<file path="src/rtl/acc_mmu_arbiter_pkg.sv">
// Shared widths and the exception record exchanged with the accelerator MMU port.
package acc_mmu_arbiter_pkg;

    localparam int unsigned VLEN = 64;
    localparam int unsigned PLEN = 56;
    localparam int unsigned PPNW = 44;

    typedef struct packed {
        logic [63:0] cause;
        logic [63:0] tval;
        logic        valid;
    } exception_t;

endpackage

</file>
<file path="src/rtl/acc_mmu_arbiter_lzc.sv">
// Trailing-zero counter: index of the lowest set bit, purely combinational.
// No handshake; empty flags an all-zero input (count is then 0).
module acc_mmu_arbiter_lzc #(
    parameter int unsigned Width = 2,
    localparam int unsigned CntW = (Width > 1) ? $clog2(Width) : 1
) (
    input  logic [Width-1:0] data,
    output logic [CntW-1:0]  cnt,
    output logic             empty
);

    always_comb begin
        cnt = '0;
        for (int i = Width - 1; i >= 0; i--) begin
            if (data[i]) begin
                cnt = CntW'(i);
            end
        end
    end

    assign empty = ~|data;

endmodule

</file>
<file path="src/rtl/acc_mmu_arbiter.sv">
// Round-robin share of one accelerator MMU port; zero added latency both ways.
// Grant is locked until the MMU answers; flush/abandon drains a stale response first.
module acc_mmu_arbiter
    import acc_mmu_arbiter_pkg::*;
#(
    parameter int unsigned NrPorts     = 2,
    parameter int unsigned DrainCycles = 64
) (
    input  logic                           clk_i,
    input  logic                           rst_ni,
    input  logic                           flush_i,
    input  logic [NrPorts-1:0]             req_i,
    input  logic [NrPorts-1:0][VLEN-1:0]   vaddr_i,
    input  logic [NrPorts-1:0]             is_store_i,
    input  exception_t [NrPorts-1:0]       misaligned_ex_i,
    output logic [NrPorts-1:0]             dtlb_hit_o,
    output logic [PPNW-1:0]                dtlb_ppn_o,
    output logic [NrPorts-1:0]             valid_o,
    output logic [PLEN-1:0]                paddr_o,
    output exception_t                     exception_o,
    output logic                           acc_mmu_req_o,
    output logic [VLEN-1:0]                acc_mmu_vaddr_o,
    output logic                           acc_mmu_is_store_o,
    output exception_t                     acc_mmu_misaligned_ex_o,
    input  logic                           acc_mmu_dtlb_hit_i,
    input  logic [PPNW-1:0]                acc_mmu_dtlb_ppn_i,
    input  logic                           acc_mmu_valid_i,
    input  logic [PLEN-1:0]                acc_mmu_paddr_i,
    input  exception_t                     acc_mmu_exception_i
);

    localparam int unsigned IdxW = $clog2(NrPorts);
    localparam int unsigned CntW = $clog2(DrainCycles + 1);

    typedef enum logic [1:0] {
        IDLE,
        BUSY,
        DRAIN
    } state_e;

    state_e              state_q, state_d;
    logic [IdxW-1:0]     owner_q, owner_d;
    logic [IdxW-1:0]     rr_q, rr_d;
    logic [CntW-1:0]     drain_cnt_q, drain_cnt_d;

    logic [NrPorts-1:0]  req_rot;
    logic [IdxW:0]       rot_idx;
    logic [IdxW:0]       grant_sum;
    logic [IdxW-1:0]     lzc_cnt;
    logic [IdxW-1:0]     grant;
    logic [IdxW-1:0]     sel;
    logic [IdxW-1:0]     owner_inc;
    logic                no_req;
    logic                mmu_req;
    logic [NrPorts-1:0]  hit_vec;
    logic [NrPorts-1:0]  valid_vec;

    // Rotate so that bit 0 of req_rot is port rr_q; lowest set bit is then the winner.
    always_comb begin
        rot_idx = '0;
        req_rot = '0;
        for (int i = 0; i < NrPorts; i++) begin
            rot_idx = {1'b0, rr_q} + (IdxW+1)'(i);
            if (rot_idx >= (IdxW+1)'(NrPorts)) begin
                rot_idx = rot_idx - (IdxW+1)'(NrPorts);
            end
            req_rot[i] = req_i[rot_idx[IdxW-1:0]];
        end
    end

    acc_mmu_arbiter_lzc #(
        .Width (NrPorts)
    ) u_lzc (
        .data  (req_rot),
        .cnt   (lzc_cnt),
        .empty (no_req)
    );

    always_comb begin
        grant_sum = {1'b0, rr_q} + {1'b0, lzc_cnt};
        if (grant_sum >= (IdxW+1)'(NrPorts)) begin
            grant_sum = grant_sum - (IdxW+1)'(NrPorts);
        end
        grant = grant_sum[IdxW-1:0];
    end

    assign owner_inc = (owner_q == IdxW'(NrPorts - 1)) ? '0 : owner_q + 1'b1;

    always_comb begin
        state_d     = state_q;
        owner_d     = owner_q;
        rr_d        = rr_q;
        drain_cnt_d = drain_cnt_q;
        sel         = owner_q;
        mmu_req     = 1'b0;
        hit_vec     = '0;
        valid_vec   = '0;
        case (state_q)
            IDLE: begin
                sel     = no_req ? '0 : grant;
                mmu_req = ~no_req;
                if (!no_req) begin
                    hit_vec[grant] = acc_mmu_dtlb_hit_i;
                    owner_d        = grant;
                    state_d        = BUSY;
                end
            end
            BUSY: begin
                mmu_req          = req_i[owner_q];
                hit_vec[owner_q] = acc_mmu_dtlb_hit_i;
                // A response in the same cycle as a flush is still delivered.
                if (acc_mmu_valid_i) begin
                    valid_vec[owner_q] = 1'b1;
                    rr_d               = owner_inc;
                    state_d            = IDLE;
                end else if (flush_i || !req_i[owner_q]) begin
                    rr_d        = owner_inc;
                    drain_cnt_d = '0;
                    state_d     = DRAIN;
                end
            end
            DRAIN: begin
                if (acc_mmu_valid_i || drain_cnt_q == CntW'(DrainCycles - 1)) begin
                    state_d = IDLE;
                end else begin
                    drain_cnt_d = drain_cnt_q + 1'b1;
                end
            end
            default: begin
                state_d = IDLE;
            end
        endcase
    end

    always_ff @(posedge clk_i or negedge rst_ni) begin
        if (!rst_ni) begin
            state_q     <= IDLE;
            owner_q     <= '0;
            rr_q        <= '0;
            drain_cnt_q <= '0;
        end else begin
            state_q     <= state_d;
            owner_q     <= owner_d;
            rr_q        <= rr_d;
            drain_cnt_q <= drain_cnt_d;
        end
    end

    // Handshake outputs are forced low while reset is asserted, even with requests pending.
    assign acc_mmu_req_o = rst_ni & mmu_req;
    assign dtlb_hit_o    = {NrPorts{rst_ni}} & hit_vec;
    assign valid_o       = {NrPorts{rst_ni}} & valid_vec;

    assign acc_mmu_vaddr_o         = vaddr_i[sel];
    assign acc_mmu_is_store_o      = is_store_i[sel];
    assign acc_mmu_misaligned_ex_o = misaligned_ex_i[sel];

    assign dtlb_ppn_o  = acc_mmu_dtlb_ppn_i;
    assign paddr_o     = acc_mmu_paddr_i;
    assign exception_o = acc_mmu_exception_i;

endmodule

</file>
<file path="config.mk">
export PLATFORM = sky130hd
export DESIGN_NAME = acc_mmu_arbiter
export DESIGN_NICKNAME = d
export VERILOG_FILES = /design/src/rtl/acc_mmu_arbiter_pkg.sv /design/src/rtl/acc_mmu_arbiter_lzc.sv /design/src/rtl/acc_mmu_arbiter.sv
export SDC_FILE = /design/constraint.sdc
export NUM_CORES = 1
export LEC_CHECK = 0
export CAP_MARGIN = 15
export CORE_AREA = 3 3 408 410
export DETAILED_ROUTE_END_ITERATION = 10
export DIE_AREA = 0 0 411 413
export SLEW_MARGIN = 20
export SYNTH_ARGS = -nofsm -noshare
export SYNTH_HDL_FRONTEND = slang
export SYNTH_SLANG_ARGS = --single-unit
</file>
<file path="constraint.sdc">
create_clock -name clk_i -period 4.5 [get_ports clk_i]
set_clock_uncertainty 0.1 [all_clocks]
set_input_delay 0.9 -clock clk_i [delete_from_list [all_inputs] [get_ports clk_i]]
set_output_delay 0.9 -clock clk_i [all_outputs]
set_load 0.05 [all_outputs]
</file>
==> reports/results.tsv <==
metric	value	unit
post-synth top area cell	mux2_4	
library cells used by synthesis	34	
drt wl/cell	32.4	um
# IOs	1052	
net switching power	0.00480	W
final worst-path cycle share	0.887	
1st-iter DRT viols	183	
CTS tree	built	
Finished Core Util	0.0782	
crit end category	output pin	
Worst-Margin Slew	0.593	ns
layout cells sized above 1	0.475	
Hold Crit Class	reg -> reg	
placed cells	3034	
Residual DRC	0	
Worst Reg-to-Reg Cells	5	
cells after synthesis	513	
top_reg_cell synth	dfrtp_1	
Placed Area	12600	um2
Die H	413	um
PwrDens	664	nW/um2
Fin. Hold Viols	0	
total CTS buffers	3	
ANT nets after route	0	
IO Port Bufs	593	
post-DP HPWL	95100	um
Layout area overhead	136	%
number of global-route vias before repair	5746	
setup TNS	0	ns
GRT Util Overall	0.111	
grt ovf	0	
die area	170000	um2
status	finished clean	
Post-Layout Cell Count	3052	
clk sinks	11	
grt met2 use	0.208	
via density per instance	1.97	
core area	163000	um2
grt met1 use	0.106	
busiest grt layer	met2	
register area share after synthesis	0.0511	
EDFF count, synth	0	
Slew HR	0.603	
Max Cap Viol	0	
WL final	98800	um
Static Leak	4.71	nW
combinational fraction of design power	0.960	
design area	12700	um2
top cell type's share of synthesized area	0.446	
VDD IR-drop max	0.000377	V
Synth Cell Area	5390	um2
total power	0.00846	W
Final min period	3.99	ns
WS Path Type	in -> out	
Initial Util	0.0331	
clock root buffer	clkbuf_16	
Max Fclk	251	MHz
Vias	6015	
Final setup viols	0	
die width	411	um
WP data arrival	2.99	ns
antenna violations before repair	175	
site row count	148	
CTS hold repair buffers	0	
Post-synth top cells	229 x buf_4, 160 x mux2_4, 35 x mux2_2	
drt pass-1 iters	4	
fin. max-slew vios	0	
global-route wire length before repair	109000	um
syn nets	1138	
synth top area cells	mux2_4 45%, buf_4 32%, mux2_2 7.3%, dfrtp_1 5.1%, buf_6 3.8%	
RSZ-0062 raised after global routing	no	
CTS Buffer Depth	2	
hold path depth	1	
Post-layout nets	1489	
htree depth	1	
data required time at the worst endpoint	3.50	ns
share of flip-flops with an asynchronous set or reset	1.00	
count leader, synth	buf_4	
sequential power share	0.021	
Clk pwr share	0.019	
Worst-Skew Late Latency	0.24	ns
clk slew on worst S/H paths	0.04	ns
CP Max Fanout	55	
Synth Register Bits	11	
Mean Syn Cell Area	10.5	um2
largest net degree at the start of global routing	56	
Sw Share	0.568	
Internal Power	0.00365	W
Synthesis Warnings	0	
post-CTS sizing	0	
Post-CTS Setup Repair Bufs	0	
placer congestion estimate	0.761	
nature of the critical path startpoint	input pin	
GR met3 Demand/Resource	0.0622	
## cells by family after synthesis
group / count (synthesis) / share of synthesized area
AOI/OAI and AO/OA: 22 / 0.0332
buffers and inverters: 258 / 0.366
DFF: 11 / 0.0511
and+or+nand+nor: 21 / 0.0195
adders and majority gates: 1 / 0.00232
muxes: 200 / 0.528
## state kept, by name (all words and copies together) (netlist names)
name / count
state_q: 2
owner_q: 1
drain_cnt_q: 7
rr_q: 1
## per-layer routing
| metal | part of all wire | up-vias |
|---|---|---|
| met3 | 0.13 | 347 |
| li1 | - | 2244 |
| met2 | 0.51 | 947 |
| met1 | 0.33 | 2473 |
| met4 | 0.036 | 4 |
| met5 | 0.00027 | - |
## critical path, cell delays in order
cell and delay (ns):
clkdlybuf4s50_1 0.54, inv_2 0.07, o21ai_2 0.16, o31a_2 0.23, buf_12 0.15, buf_12 0.32
mux2_4 0.34, buf_4 0.19
## metrics by stage
stage	hold WS (ns)	setup WS [ns]
finish	0.384	0.511
global route	0.431	0.383
CTS	0.389	0.477
detailed placement	0.380	0.492
global placement	0.369	0.536
floorplan	0.358	1.45
## placed cells by master (no fill, tap or decap), drive strengths merged, types with 2 or more instances in the layout
cell type / synthesis / routed
nand3: 2 / 2
diode: 0 / 14
o21ai: 4 / 4
nor2: 6 / 6
nor2b: 4 / 4
o2bb2ai: 4 / 4
clkdlybuf4s50: 0 / 394
a21oi: 3 / 3
dfrtp: 11 / 11
and3: 2 / 2
mux2: 195 / 195
buf: 252 / 206
mux2i: 5 / 5
a31oi: 3 / 3
o31ai: 2 / 2
clkbuf: 2 / 4
inv: 4 / 4
nand2: 3 / 3
## cell type report
| type | instances | area [um2] |
|---|---|---|
| Inverter | 4 | 15.0 |
| Tap cell | 2175 | 2720 |
| Timing Repair Buffer | 600 | 6470 |
| Antenna cell | 14 | 35.0 |
| Sequential cell | 11 | 275 |
| Clock buffer | 4 | 78.8 |
| Fill cell | 18900 | 150000 |
| Multi-Input combinational cell | 244 | 3140 |
## power groups by stage
| stage | Clock, W | Combinational (W) | Sequential [W] |
|---|---|---|---|
| 3_5_place_dp | 0 | 0.00831 | 0.000177 |
| 2_1_floorplan | 0 | 0.00566 | 0.000152 |
| 4_1_cts | 0.000165 | 0.00833 | 0.000176 |
| 5_1_grt | 0.000174 | 0.00852 | 0.000184 |
| 3_3_place_gp | 0 | 0.00827 | 0.000174 |
| 6_report | 0.000161 | 0.00812 | 0.000178 |
## worst paths after layout
check | from | to | slack [ns]
min in group asynchronous | rst_ni | state_q[0] | 0.94
worst min register to register | drain_cnt_q[6] | drain_cnt_q[6] | 0.38
max in group asynchronous | rst_ni | drain_cnt_q[1] | 2.97
worst max-delay path | req_i[0] | acc_mmu_misaligned_ex_o[5] | 0.51
worst min-delay path | drain_cnt_q[6] | drain_cnt_q[6] | 0.38
worst max register to register | drain_cnt_q[0] | drain_cnt_q[0] | 2.58
Note: power is estimated with default switching activity, not from simulation.
